File: src/rtl/i2c_master_engine.sv
// i2c_master_engine: byte-level 7-bit I2C master driving open-drain SCL/SDA enables.
module i2c_master_engine #(
    parameter int CLK_DIV = 250
) (
    input  logic       clk,
    input  logic       rst,
    input  logic [6:0] dev_addr,
    input  logic [7:0] reg_addr,
    input  logic [7:0] num_bytes,
    input  logic       start_wr,
    input  logic       start_rd,
    input  logic [7:0] wr_data,
    input  logic       wr_data_valid,
    output logic       req_data_chunk,
    output logic [7:0] rd_data,
    output logic       rd_data_valid,
    output logic       busy,
    output logic       nack,
    output logic       scl_oe,
    output logic       sda_oe,
    input  logic       sda_i
);
    localparam int CW = $clog2(CLK_DIV);

    typedef enum logic [3:0] {
        IDLE, START, ADDR_W, ACK_A, REG, ACK_R, WAIT_DATA, WDATA, ACK_W,
        RSTART, ADDR_R, ACK_AR, RDATA, MACK, STOP
    } state_t;

    state_t state, state_nx;
    logic [CW-1:0] cnt;
    logic [1:0] q;
    logic [2:0] bit_cnt;
    logic [7:0] tx, rx, nbytes, reg_q;
    logic [6:0] dev_q;
    logic wr_mode;

    logic tick, q_end, sample, byte_done, sack_st, tx_st, accept;
    assign tick      = cnt == CW'(CLK_DIV - 1);
    assign q_end     = tick && q == 2'd3;
    assign sample    = q == 2'd3 && cnt == '0;
    assign byte_done = q_end && bit_cnt == 3'd7;
    assign sack_st   = state inside {ACK_A, ACK_R, ACK_W, ACK_AR};
    assign tx_st     = state inside {ADDR_W, REG, WDATA, ADDR_R};
    assign accept    = state == IDLE && (start_wr || start_rd);

    assign req_data_chunk = state == WAIT_DATA;
    assign busy           = state != IDLE;

    always_ff @(posedge clk) begin
        if (rst) state <= IDLE;
        else     state <= state_nx;
    end

    // nack is sticky per transaction, so inside an ACK slot it reflects only that slot
    always_comb begin
        state_nx = state;
        case (state)
            IDLE:      if (accept) state_nx = START;
            START:     if (tick && q == 2'd1) state_nx = ADDR_W;
            ADDR_W:    if (byte_done) state_nx = ACK_A;
            ACK_A:     if (q_end) state_nx = nack ? STOP : REG;
            REG:       if (byte_done) state_nx = ACK_R;
            ACK_R:     if (q_end) state_nx = (nack || nbytes == 8'd0) ? STOP : wr_mode ? WAIT_DATA : RSTART;
            WAIT_DATA: if (wr_data_valid) state_nx = WDATA;
            WDATA:     if (byte_done) state_nx = ACK_W;
            ACK_W:     if (q_end) state_nx = (nack || nbytes == 8'd1) ? STOP : WAIT_DATA;
            RSTART:    if (q_end) state_nx = ADDR_R;
            ADDR_R:    if (byte_done) state_nx = ACK_AR;
            ACK_AR:    if (q_end) state_nx = nack ? STOP : RDATA;
            RDATA:     if (byte_done) state_nx = MACK;
            MACK:      if (q_end) state_nx = nbytes == 8'd1 ? STOP : RDATA;
            STOP:      if (tick && q == 2'd2) state_nx = IDLE;
            default:   state_nx = IDLE;
        endcase
    end

    always_comb begin
        scl_oe = 1'b0;
        sda_oe = 1'b0;
        case (state)
            IDLE:      ;
            START:     begin scl_oe = q == 2'd1; sda_oe = 1'b1; end
            RSTART:    begin scl_oe = q == 2'd0 || q == 2'd3; sda_oe = q[1]; end
            STOP:      begin scl_oe = q == 2'd0; sda_oe = q != 2'd2; end
            WAIT_DATA: scl_oe = 1'b1;
            default: begin
                scl_oe = !q[1];
                sda_oe = tx_st ? !tx[7] : state == MACK && nbytes != 8'd1;
            end
        endcase
    end

    always_ff @(posedge clk) begin
        if (rst) begin
            cnt           <= '0;
            q             <= 2'd0;
            bit_cnt       <= 3'd0;
            tx            <= 8'd0;
            rx            <= 8'd0;
            nbytes        <= 8'd0;
            reg_q         <= 8'd0;
            dev_q         <= 7'd0;
            wr_mode       <= 1'b0;
            nack          <= 1'b0;
            rd_data       <= 8'd0;
            rd_data_valid <= 1'b0;
        end else begin
            rd_data_valid <= 1'b0;
            if (state_nx != state) begin
                cnt     <= '0;
                q       <= 2'd0;
                bit_cnt <= 3'd0;
            end else if (state != IDLE && state != WAIT_DATA) begin
                cnt <= tick ? '0 : cnt + 1'b1;
                if (tick) q <= q + 1'b1;
                if (q_end) bit_cnt <= bit_cnt + 1'b1;
            end
            if (accept) begin
                dev_q   <= dev_addr;
                reg_q   <= reg_addr;
                nbytes  <= num_bytes;
                wr_mode <= start_wr;
                nack    <= 1'b0;
            end
            if (sack_st && sample && sda_i) nack <= 1'b1;
            if (state_nx != state)
                tx <= state_nx == ADDR_W ? {dev_q, 1'b0} :
                      state_nx == REG    ? reg_q :
                      state_nx == WDATA  ? wr_data :
                      state_nx == ADDR_R ? {dev_q, 1'b1} : tx;
            else if (q_end)
                tx <= {tx[6:0], 1'b0};
            if (state == RDATA && sample) begin
                rx <= {rx[6:0], sda_i};
                if (bit_cnt == 3'd7) begin
                    rd_data       <= {rx[6:0], sda_i};
                    rd_data_valid <= 1'b1;
                end
            end
            if ((state == ACK_W || state == MACK) && q_end) nbytes <= nbytes - 1'b1;
        end
    end
endmodule

File: config.mk
export PLATFORM = sky130hd
export DESIGN_NAME = i2c_master_engine
export DESIGN_NICKNAME = d
export VERILOG_FILES = /design/src/rtl/i2c_master_engine.sv
export SDC_FILE = /design/constraint.sdc
export NUM_CORES = 1
export LEC_CHECK = 0
export BUFFER_PORTS_ARGS = -buffer_cell sky130_fd_sc_hd__buf_4
export CORE_MARGIN = 8
export CORE_UTILIZATION = 54
export DETAILED_ROUTE_END_ITERATION = 12
export PLACE_DENSITY_LB_ADDON = 0.3
export SYNTH_ARGS = -nofsm -noshare
export SYNTH_HDL_FRONTEND = slang
export SYNTH_SLANG_ARGS = --single-unit
File: constraint.sdc
create_clock -name clk -period 4.4 [get_ports clk]
set_clock_uncertainty 0.15 [all_clocks]
set_input_delay 0.88 -clock clk [delete_from_list [all_inputs] [get_ports clk]]
set_output_delay 0.88 -clock clk [all_outputs]
set_load 0.02 [all_outputs]
======== Word level (Yosys, flattened, before mapping) ========
Index checks and enable logic that the tools add are counted.
storage, ports and cells
  register bits after elaboration ......... 66
  input port bits ......................... 37
  output and inout bits ................... 14
  word-level logic and storage cells ...... 120
operators by class
  $add $sub $neg .......................... 4
  equality and inequality tests ........... 29
  muxes and demuxes ....................... 37
  bitwise operators ....................... 1
  reductions and logical operators ........ 36
operators with widths
  cell                 count
  $mux 4               19
  $mux 8               9
  $pmux 4 s15          1
  $eq 4x4->1 const B   8
  $eq 4x3->1 const B   6
  $logic_not 8->1      2
  $eq 4x2->1 const B   3
  $logic_and 1x1->1    12
  $reduce_bool 4->1    3
  $add 8x1->8 const B  1
  $eq 8x1->1 const B   1
  $eq 8x8->1 const B   1
  $ne 8x1->1 const B   1
  $reduce_and 2->1     4
  $sub 8x1->8 const B  1
  $reduce_bool 2->1    3
  $reduce_or 2->1      3
  $logic_or 1x1->1     5
  $ne 5x1->1 const B   1
  $pmux 1 s5           1
  $eq 2x2->1 const B   2
  $eq 4x1->1 const B   1
  $logic_not 4->1      1
  $mux 1               4
  other kinds (12)     14

======== Longest topological paths before layout ========
Gate-level depths: netlist of the first run.
  depth after elaboration ................. 11
  depth in mapped cells ................... 12
  mapped depth without buffers ............ 10

======== Least setup slack after synthesis of the first run ========
Ideal clock, no wire load.
  kind .................................... input port to flip-flop
  start point ............................. input port start_wr
  end point ............................... register tx[7]
  setup time .............................. 0.079 ns
  arrival ................................. 2.523 ns
  required time ........................... 4.171 ns
  slack ................................... 1.647 ns
  cell stages on the path ................. 8
  path buffers ............................ 1
  path through ............................ o21a_1 nor4_4 and3_1 clkbuf_1 nand3_1 o2111ai_2 a21oi_1 a211oi_2
between the ends
  cells in the longest elaborated chain, start to end .. 9
  elaborated cells between the ends (all ways) .. 16
  those cells by class .................... 6 x eq/ne; 6 x mux; 4 x reduce/logical
ends and longest elaborated chain
  element               line  source
  start, declared       10    input logic start_wr,
  $logic_or 1x1->1 *    45    assign accept = state == IDLE && (start_wr || start_rd);
  $logic_and 1x1->1 *   45
  $mux 4 *              59    IDLE: if (accept) state_nx = START;
  $pmux 4 s15 *         58    case (state)
  $eq 4x3->1            130   state_nx == WDATA ? wr_data :
  $mux 8                130
  $mux 8                129   state_nx == REG ? reg_q :
  $mux 8                128   tx <= state_nx == ADDR_W ? {dev_q, 1'b0} :
  $mux 8                127   if (state_nx != state)
  end signal, assigned  128
  end signal, assigned  133   tx <= {tx[6:0], 1'b0};
  end, declared         34    logic [7:0] tx, rx, nbytes, reg_q;
Mark *: on every way between the ends. The rest lies on a longest branch, timed or not.
A chain may end at the register's enable or synchronous reset.

======== Worst setup path after layout of the first run ========
  start point ............................. register state[2]
  end point ............................... output port sda_oe
between the ends
  cells in the longest elaborated chain, start to end .. 4
  elaborated cells between the ends (all ways) .. 15
  those cells by class .................... 9 x eq/ne; 2 x mux; 4 x reduce/logical
ends and longest elaborated chain
  element                                                        line    source
  start, declared                                                30      state_t state, state_nx;
  start signal, assigned                                         52      else state <= state_nx;
  $eq 4x2->1, or another cell as far along                       44      assign tx_st = state inside {ADDR_W, REG, WDATA, ADDR_R};
  $reduce_bool 4->1 / $logic_and 1x1->1 (equally long branches)  44, 89
  $mux 1                                                         89      sda_oe = tx_st ? !tx[7] : state == MACK && nbytes != 8'd1;
  $pmux 1 s4 *                                                   81      case (state)
  end, declared                                                  20      output logic sda_oe,
Marked as above.

==> impl_summary.txt, run 1 <==
----------------------------------------------------
[Drt]
  Wirelength, routed ... ~9.5 mm
  Antenna violation net count after detailed routing ... 0
  Detailed-routing iteration count for the pre-antenna-repair pass ... 6
  DRC violation count after routing ... 0
  Routed length per instance ... between 15 and 20 um
  Via-to-Cell Ratio ... 5.90
  Via count of the routed design ... ~3600
  Detailed Route Iter0 Violations ... approximately 230

[Setup path]
  Slowest stage delay, CP ... ~910 ps
  Maximum net fanout on the critical path ... 25
  Library cell contributing the largest single delay on the critical path ... dfxtp_1
  Kind of end point of the critical path ... primary output
  Type of the setup path with the least slack ... flop to primary output
  Startpoint type of the worst setup path ... flop
  Most common cell on crit path ... a21oi_1
  WP data required ... between 3000 and 4000 ps
  Worst path arrival time ... roughly 2500 ps
  Cells traversed along the worst timing path ... nand2b_1 > a21oi_1 > a21oi_1 > o22ai_1 > nor2_1 > a211oi_1 > buf_4

[Die]
  Die Span X ... 101 um
  Core Rows ... 31
  Die Area ... 10100 um^2
  Core Box Area ... just over 7000 um^2
  Starting Density ... between 50% and 60%
  Die Span Y ... 101 um
  IO Pins ... just over 50

[CTS]
  Cts repair resizes ... 0
  Source-to-sink clock delay at the later pin of the worst-skew pair ... between 300 and 400 ps
  Clock Sinks ... 66
  Number of clock buffers inserted by TritonCTS ... 9
  Worst-path clk slew ... 80 ps
  Number of buffers inserted by hold repair at cts ... 0
  Number of post-CTS setup repair buffers ... 0
  Maximum clock path buffer count ... 2
  Clock tree from TritonCTS ... built
  # H-tree levels ... 3
  Root buffer cell ... clkbuf_8

[Worst hold path]
  HP Class ... flop to flop

[Layout]
  Combined area of the multi-input logic cells ... about 2400 um^2
  Synthesis-to-finish area growth ... 14.8%
  Sequential cell area ... around 1300 um^2
  Final cell count without fillers ... around 600
  Number of diodes added for antenna fixing ... 0
  Final Net Count ... roughly 560
  Final core utilization ... between 60% and 70%
  Layout fillers ... around 640
  Fraction of final layout cells sized beyond drive strength 1 ... approximately a fifth

[Global routing]
  First-pass GRT wire length ... 16.0 mm
  Number of antenna violations at the first check in global routing ... 0
  Total gr overflow ... 0
  Vias in the first global route ... ~3400
  GRT Resource Usage Total ... 19.8%
  Maximum number of pins on one net before global-route repair ... 49

[Timing]
  Number of failing setup endpoints in the final timing report ... 0
  Max Clock Freq ... between 0.2 and 0.3 GHz
  Max Transition Viols Final ... 0
  Final critical-path required period ... 3480 ps
  Final worst hold slack ... around 300 ps
  Total count of hold-check failures in the final report ... 0
  Max-Slew Margin vs Limit ... 33.5%
  Final critical-path share of the clock period ... about 80%
  Unrepaired setup endpoints after global routing ... false
  Slew at the pin with the worst max-slew slack ... 990 ps
  TNS Setup ... 0 ps

[Logic synthesis]
  Fraction of post-synthesis cell area in the top cell type by area ... 34.2%
  Distinct cell type count of the synthesized netlist ... 73
  Cell area after synthesis ... 3870 um^2
  Synth Net Count ... between 500 and 600
  Fraction of the yosys area taken by sequential cells ... between 30% and 40%
  Synth top area cells ... dfxtp_1, a21oi_1, nand2_1
  Commonest register cell after synthesis ... dfxtp_1
  EDFF count, synth ... 0
  Count of yosys warnings during synthesis ... 0
  Fraction of registers with async set or reset after synthesis ... 0%
  Instance count of the mapped netlist ... between 400 and 500
  Library cell occupying the most area in the post-synthesis netlist ... dfxtp_1
  Mean instance size in the synthesized netlist ... 8.14 um^2
  FF+latch count, synth ... 66

[Status]
  Result of the run ... finished, final reports clean

[Placement]
  Final RePlAce weighted congestion ... ~0.92
  Total half-perimeter wirelength after legalization and detailed placement ... between 6 and 7 mm
  Number of placed instances, taps included ... between 500 and 600
  Total of buffers placed on input and output ports ... 50

[Power]
  Static Leak ... 1.59 nW
  Final total power ... around 1.4 mW
  Peak VDD IR ... between 150 and 200 uV
  Power per cell area ... 306 nW/um^2

[Flow run]
  Max-cap violations ... 0

----------------------------------------------------
-- cell usage after synthesis (8+ instances only) --
| cell type | count |
|---|---|
| nand3_1 | 25 |
| nor3_1 | 8 |
| a211oi_2 | 8 |
| a21oi_1 | 60 |
| or2_1 | 9 |
| clkbuf_1 | 13 |
| nor2_1 | 35 |
| o221ai_1 | 8 |
| nand2b_1 | 8 |
| buf_2 | 12 |
| nand2_1 | 73 |
| dfxtp_1 | 66 |
| ha_1 | 12 |
| o22a_1 | 8 |
| o21ai_0 | 9 |
| inv_1 | 12 |
-- routing by layer --
layer	vias up	share of wire, %	GRT usage [%]
met5	-	0	0
met4	0	2.4	8.95
met3	22	6.8	6.56
met2	116	49	32.7
met1	1682	41	22.5
li1	1794	-	-
-- cell usage in the layout, fill, tap and decap left out, drive strengths merged, types with 6 or more instances in the layout --
master / n
buf: 52
a21oi: 62
nand2: 73
o22a: 8
o21ai: 17
a211oi: 10
o221ai: 8
xnor2: 6
nand3: 26
nor2: 37
o211ai: 6
ha: 12
or2: 11
nor3: 9
clkbuf: 9
nand2b: 8
a31oi: 7
dfxtp: 66
inv: 15
nor4: 8
-- worst paths after layout --
path,startpoint,to,slack [ps],cells past startpoint
max reg2reg,q[1],tx[0],940,9
min reg2reg,rd_data[5],rd_data[5],310,2
min,rd_data[5],rd_data[5],310,2
max,state[2],sda_oe,920,7
-- flip-flops by register name, summed over array words and instances, names as in the netlist --
register       cells
nack               1
rd_data_valid      1
nbytes             8
tx                 8
reg_q              8
dev_q              7
state              4
q                  2
rx                 7
wr_mode            1
cnt                8
rd_data            8
bit_cnt            3
-- report_power, final --
part | internal (mW) | switching [mW] | leakage (nW)
Clock | 0.266 | 0.264 | 0.100
Combinational | 0.0777 | 0.0996 | 0.951
Sequential | 0.625 | 0.0272 | 0.538
Total | 0.969 | 0.391 | 1.59
-- critical path: cells and delay by family (launching register included) --
kind / cells / cell delay [ps]
DFF: 1 / 910
buffers and inverters: 1 / 190
and+or+nand+nor: 2 / 320
AOI/OAI and AO/OA: 4 / 660
-- stage by stage --
step	cell area [um^2]	setup WS, ps
finish	4440	923
global route	4440	653
CTS	4440	957
detailed placement	4240	1010
global placement	4240	1080
floorplan	3870	1650
-- cell type report --
| cell class | instances | area share [%] |
|---|---|---|
| clock buffers | 9 | 2.79 |
| clock inverters | 7 | 1.75 |
| inverters | 13 | 1.10 |
| multi-input cells | 367 | 53.0 |
| flip-flops and latches | 66 | 29.8 |
| well taps | 99 | 2.79 |
| repair buffers | 52 | 8.80 |
-- cells by family (layout without fill, tap and decap cells) --
family	after synthesis	after routing	share of synthesized area (%)
adders and majority gates	12	12	3.88
muxes	3	3	0.777
and+or+nand+nor	200	200	27.4
xor gates and xnor gates	10	10	2.27
buffers and inverters	42	81	4.98
AOI/OAI and AO/OA	142	142	26.5
DFF	66	66	34.2
Power figures use the tool's default switching activity.
==> inputs of run 2 (changes only) <==
--- a/config.mk
+++ b/config.mk
@@ -7,7 +7,7 @@
 export LEC_CHECK = 0
 export BUFFER_PORTS_ARGS = -buffer_cell sky130_fd_sc_hd__buf_4
 export CORE_MARGIN = 8
-export CORE_UTILIZATION = 54
+export CORE_UTILIZATION = 52
 export DETAILED_ROUTE_END_ITERATION = 12
 export PLACE_DENSITY_LB_ADDON = 0.3
 export SYNTH_ARGS = -nofsm -noshare
==> constraint.sdc (replaced) <==
create_clock -name clk -period 2.9 [get_ports clk]
set_clock_uncertainty 0.15 [all_clocks]
set_input_delay 0.58 -clock clk [delete_from_list [all_inputs] [get_ports clk]]
set_output_delay 0.58 -clock clk [all_outputs]
set_load 0.02 [all_outputs]
==> impl_summary.txt, run 2 (synthesis gave the netlist of run 1 again) <==
----------------------------------------------------
[Status]
  Result of the run ... finished, final reports clean

[Timing]
  Max-Slew Margin vs Limit ... 41.1%
  Max Clock Freq ... roughly 0.35 GHz
  Slew at the pin with the worst max-slew slack ... 878 ps
  Unrepaired setup endpoints after global routing ... true
  Final critical-path required period ... around 2800 ps
  Worst Setup Slack, final ... roughly 65 ps
  Final worst hold slack ... slightly above 300 ps
  Number of failing setup endpoints in the final timing report ... 0
  Total count of hold-check failures in the final report ... 0
  Final critical-path share of the clock period ... about 98%
  Max Transition Viols Final ... 0

[Layout]
  Commonest cells after routing, fill and taps aside ... buf_4, nand2_1, dfxtp_1
  Most common cell after layout, fill and taps aside ... buf_4
  Layout fillers ... 625
  Number of diodes added for antenna fixing ... 0
  Combined area of the multi-input logic cells ... about 2500 um^2
  Final cell count without fillers ... about 650
  Final core utilization ... approximately 67%
  Final Net Count ... a little under 600
  Fraction of final layout cells sized beyond drive strength 1 ... 26.9%
  Synthesis-to-finish area growth ... 25.6%
  Sequential cell area ... around 1300 um^2

[Setup path]
  R2R setup slack ... around 80 ps
  Kind of end point of the critical path ... primary output
  Worst path arrival time ... around 2100 ps
  Count of cells along the worst register-to-register path ... 10
  Startpoint type of the worst setup path ... flop
  WP data required ... ~2200 ps
  Worst R2R End ... tx[5]
  Type of the setup path with the least slack ... flop to primary output
  Crit. Startpoint ... state[2]
  Maximum net fanout on the critical path ... 15
  Source of the worst register-to-register timing path ... cnt[1]

[CTS]
  Number of buffers inserted by hold repair at cts ... 0
  Source-to-sink clock delay at the later pin of the worst-skew pair ... 360 ps
  Maximum clock path buffer count ... 2
  Number of clock buffers inserted by TritonCTS ... 9
  Root buffer cell ... clkbuf_8
  Clock Sinks ... between 60 and 70
  Worst-path clk slew ... around 90 ps
  # H-tree levels ... 3
  Clock tree from TritonCTS ... built

[Die]
  IO Pins ... between 50 and 60
  Core Box Area ... 7210 um^2
  Starting Density ... a little over half
  Die Area ... about 10000 um^2
  Core Rows ... 31
  Die Span X ... 102 um
  Die Span Y ... just over 100 um

[Power]
  Final total power ... 2.35 mW
  Static Leak ... roughly 1.8 nW
  Peak VDD IR ... 413 uV
  Power per cell area ... 484 nW/um^2

[Placement]
  Total of buffers placed on input and output ports ... 50
  Final RePlAce weighted congestion ... roughly 0.92
  Minimum setup slack after placement ... 44.9 ps
  Number of placed instances, taps included ... approximately 620
  Total half-perimeter wirelength after legalization and detailed placement ... about 7.3 mm

[Drt]
  Detailed-routing iteration count for the pre-antenna-repair pass ... 5
  Antenna violation net count after detailed routing ... 0
  Wirelength, routed ... between 10 and 15 mm
  DRC violation count after routing ... 0
  Via count of the routed design ... ~3800
  Routed length per instance ... about 16 um
  Detailed Route Iter0 Violations ... ~250
  Via-to-Cell Ratio ... between 5 and 6

[Worst hold path]
  HP Class ... flop to flop
  Start point of the worst hold path ... rd_data[2]
  Worst Hold Depth ... 2
  Worst hold endpoint ... rd_data[2]

[Global routing]
  Maximum number of pins on one net before global-route repair ... between 40 and 50
  Vias in the first global route ... approximately 3600
  Number of antenna violations at the first check in global routing ... 0
  First-pass GRT wire length ... roughly 17 mm
  Total gr overflow ... 0
  GRT Resource Usage Total ... slightly above 20%

[Flow run]
  Max-cap violations ... 0

----------------------------------------------------
## run 2: changes by cell type in the layout (fill, tap and decap cells not counted), moves of 2 or more
cell | before | now
buf_4 | 52 | 83
bufinv_16 | 1 | 4
dfxtp_1 | 66 | 63
dfxtp_2 | 0 | 3
and3_1 | 2 | 0
o2111ai_2 | 2 | 0
o2111ai_4 | 0 | 2
## run 2: cell type report
| cell class | count | area share, % |
|---|---|---|
| Multi-Input combinational cell | 367 | 50.5 |
| Sequential cell | 66 | 27.3 |
| Timing Repair Buffer | 84 | 13.2 |
| Clock inverter | 6 | 2.83 |
| Clock buffer | 10 | 2.63 |
| Tap cell | 99 | 2.55 |
| Inverter | 13 | 1.00 |
## run 2: report_power, final
group / internal [mW] / switching (mW)
clock network: 0.664 / 0.392
registers: 0.948 / 0.0378
logic: 0.141 / 0.169
## run 2: routing by layer
metal / global-route usage, % / vias to the layer above / part of all wire (%)
li1: - / 1856 / -
met1: 25.4 / 1764 / 44
met2: 32.8 / 118 / 48
met3: 3.47 / 28 / 5.2
met4: 9.37 / 0 / 3.1
met5: 0 / - / 0
## run 2: worst max path at each step
stage / endpoint / depth (start not counted)
6_report: sda_oe / 8
5_1_grt: sda_oe / 8
4_1_cts: tx[4] / 9
3_5_place_dp: tx[7] / 9
3_3_place_gp: tx[3] / 9
2_1_floorplan: tx[0] / 11
## run 2: timing repair
item,4_1_cts,5_1_grt
endpoints found under the setup margin,0,10
gates resized for setup,0,21
buffers inserted,0,5
## run 2: through the flow
stage / TNS, ps / instance area (um^2)
6_report: 0 / 4860
5_1_grt: -101 / 4860
4_1_cts: 0 / 4720
3_5_place_dp: 0 / 4450
3_3_place_gp: 0 / 4450
2_1_floorplan: 0 / 3870
## run 2: worst max-delay path, stage by stage, from the launching register on
cell and delay, ps:
dfxtp_1 440, buf_4 240, nand2b_1 160, a21oi_1 180
a21oi_1 60, o22ai_1 120, nor2_1 70, a211oi_1 270
buf_4 210
==> inputs of run 3 (changes only) <==
--- a/config.mk
+++ b/config.mk
@@ -5,9 +5,10 @@
 export SDC_FILE = /design/constraint.sdc
 export NUM_CORES = 1
 export LEC_CHECK = 0
+export ABC_AREA = 1
 export BUFFER_PORTS_ARGS = -buffer_cell sky130_fd_sc_hd__buf_4
 export CORE_MARGIN = 8
-export CORE_UTILIZATION = 52
+export CORE_UTILIZATION = 53
 export DETAILED_ROUTE_END_ITERATION = 12
 export PLACE_DENSITY_LB_ADDON = 0.3
 export SYNTH_ARGS = -nofsm -noshare
==> impl_summary.txt, run 3 <==
----------------------------------------------------
[CTS]
  Worst-path clk slew ... approximately 80 ps
  Source-to-sink clock delay at the later pin of the worst-skew pair ... 350 ps
  # H-tree levels ... 3
  Clock Sinks ... 66
  Root buffer cell ... clkbuf_8
  Number of buffers inserted by hold repair at cts ... 0
  Maximum clock path buffer count ... 2
  Number of clock buffers inserted by TritonCTS ... 9
  Clock tree from TritonCTS ... built

[Global routing]
  Number of antenna violations at the first check in global routing ... 0
  Vias in the first global route ... around 3700
  Most Crowded Layer GR ... met2
  GRT met2 Usage ... 33.8%
  Maximum number of pins on one net before global-route repair ... 29
  Total gr overflow ... 0
  First-pass GRT wire length ... approximately 17 mm
  Met1 GRT Util ... 24.6%
  Met3 GRT Util ... 5.04%
  GRT Resource Usage Total ... 20.4%

[Drt]
  Via count of the routed design ... ~3800
  DRC violation count after routing ... 0
  Detailed-routing iteration count for the pre-antenna-repair pass ... 5
  Antenna violation net count after detailed routing ... 0
  Routed length per instance ... 13.7 um
  Wirelength, routed ... approximately 10 mm
  Via-to-Cell Ratio ... between 5 and 6
  Detailed Route Iter0 Violations ... approximately 150

[Logic synthesis]
  FF+latch count, synth ... 66
  Cell with the most instances after synthesis ... nand2_1
  Fraction of post-synthesis cell area in the top cell type by area ... 33.7%
  EDFF count, synth ... 0
  Synth Net Count ... 620
  Fraction of the yosys area taken by sequential cells ... about a third
  Cell area after synthesis ... slightly below 4000 um^2
  Library cell occupying the most area in the post-synthesis netlist ... dfxtp_1
  Count of yosys warnings during synthesis ... 0
  Most frequent cells after synthesis ... nand2_1, nor2_1, dfxtp_1
  Instance count of the mapped netlist ... roughly 570
  Commonest register cell after synthesis ... dfxtp_1
  Distinct cell type count of the synthesized netlist ... 44
  Synth top area cells ... dfxtp_1, nand2_1, nor2_1
  Fraction of registers with async set or reset after synthesis ... 0%
  Mean instance size in the synthesized netlist ... roughly 6.9 um^2

[Setup path]
  Kind of end point of the critical path ... primary output
  Count of cells along the worst register-to-register path ... 12
  Source of the worst register-to-register timing path ... state[2]
  Maximum net fanout on the critical path ... 6
  R2R setup slack ... 190 ps
  Worst R2R End ... tx[3]
  Crit. Startpoint ... state[3]
  Worst path arrival time ... just over 2000 ps
  WP data required ... roughly 2200 ps
  Type of the setup path with the least slack ... flop to primary output
  Startpoint type of the worst setup path ... flop

[Worst hold path]
  Worst hold endpoint ... reg_q[5]
  Worst Hold Depth ... 2
  HP Class ... flop to flop
  Start point of the worst hold path ... reg_q[5]

[Layout]
  Most common cell after layout, fill and taps aside ... nand2_1
  Layout Cell Area excl Fill ... between 4000 and 5000 um^2
  Final Net Count ... between 600 and 700
  Final core utilization ... between 60% and 70%
  Layout fillers ... a little under 700
  Number of diodes added for antenna fixing ... 0
  Final cell count without fillers ... ~730
  Synthesis-to-finish area growth ... 18.5%
  Fraction of final layout cells sized beyond drive strength 1 ... just over 20%
  Commonest cells after routing, fill and taps aside ... nand2_1, nor2_1, dfxtp_1

[Placement]
  Final RePlAce weighted congestion ... between 0.9 and 1
  Minimum setup slack after placement ... between 150 and 200 ps
  Total half-perimeter wirelength after legalization and detailed placement ... slightly below 8 mm
  Instance area at placement ... approximately 4400 um^2
  Number of placed instances, taps included ... 714
  Total of buffers placed on input and output ports ... 50

[Die]
  Core Box Area ... roughly 7200 um^2
  Die Span Y ... roughly 100 um
  Die Span X ... roughly 100 um
  Die Area ... about 10000 um^2
  Starting Density ... between 50 and 60%
  Core Rows ... 31
  IO Pins ... 51

[Power]
  Final total power ... between 2 and 2.5 mW
  Power per cell area ... 472 nW/um^2
  Static Leak ... ~2.1 nW
  Peak VDD IR ... ~280 uV

[Timing]
  TNS Setup ... 0 ps
  Total count of hold-check failures in the final report ... 0
  Worst Setup Slack, final ... roughly 140 ps
  Max Clock Freq ... approximately 0.36 GHz
  Final worst hold slack ... 316 ps
  Final critical-path required period ... about 2800 ps
  Final critical-path share of the clock period ... between 90 and 100%
  Slew at the pin with the worst max-slew slack ... approximately 640 ps
  Max Transition Viols Final ... 0
  Max-Slew Margin vs Limit ... a little under three fifths
  Number of failing setup endpoints in the final timing report ... 0

[Status]
  Result of the run ... finished, final reports clean

[Flow run]
  Max-cap violations ... 0

----------------------------------------------------
-- run 3: cell types whose count changed after synthesis, sizes merged, moves of 9 or more --
cell    change
nor2       +52
nand2      +79
a21oi      -16
o21ai      +13
inv        +51
nand3      +29
a211oi      -9
or2        -10
buf        -11
-- run 3: timing repair --
item                                    CTS  global route
resized for setup                         0             6
endpoints found under the setup margin    0            11
setup buffers                             0             3
-- run 3: cells by family (layout without fill, tap and decap cells) --
kind of cell / after synthesis / count (layout) / share of synthesized area [%]
AO/OA/AOI/OAI: 94 / 94 / 13.6
XOR/XNOR: 7 / 7 / 1.56
adder cells (fa/ha/maj): 12 / 12 / 3.83
buffers and inverters: 79 / 142 / 8.20
flip-flops: 66 / 66 / 33.7
AND/OR/NAND/NOR: 313 / 313 / 39.1
-- run 3: area by class of cell --
class                   instances  area (um^2)  share of cell area, %
multi-input cells             426         2290                   49.3
flip-flops and latches         66         1320                   28.4
repair buffers                 59          443                   9.53
well taps                      99          124                   2.67
clock buffers                  11          151                   3.26
clock inverters                 5         61.3                   1.32
inverters                      67          253                   5.44
-- run 3: layer usage --
metal / up-vias / wire length (um) / part of all wire [%]
met4: 0 / 216 / 2.1
met3: 26 / 684 / 6.8
met5: - / 0 / 0
li1: 1971 / - / -
met2: 119 / 4790 / 48
met1: 1708 / 4370 / 43
-- run 3: how the worst max path moves through the flow --
stage | to | slack [ps] | cells past startpoint
2_1_floorplan | tx[6] | 480 | 18
6_report | scl_oe | 140 | 7
4_1_cts | scl_oe | 120 | 6
3_3_place_gp | tx[6] | 190 | 13
3_5_place_dp | tx[1] | 180 | 14
5_1_grt | tx[0] | -9 | 18
-- run 3: power by group --
part           internal (mW)  switching (mW)  total, mW
sequential             0.953          0.0293      0.982
combinational          0.152           0.237      0.388
clock                  0.448           0.376      0.824
-- run 3: worst max-delay path, cell delays in order, from the launching register on --
cell and delay (ps):
dfxtp_1 500, inv_1 100, nand2_1 170, nor2_2 110, nor2_1 360, o2111ai_1 170, o2111ai_1 110, buf_4 170
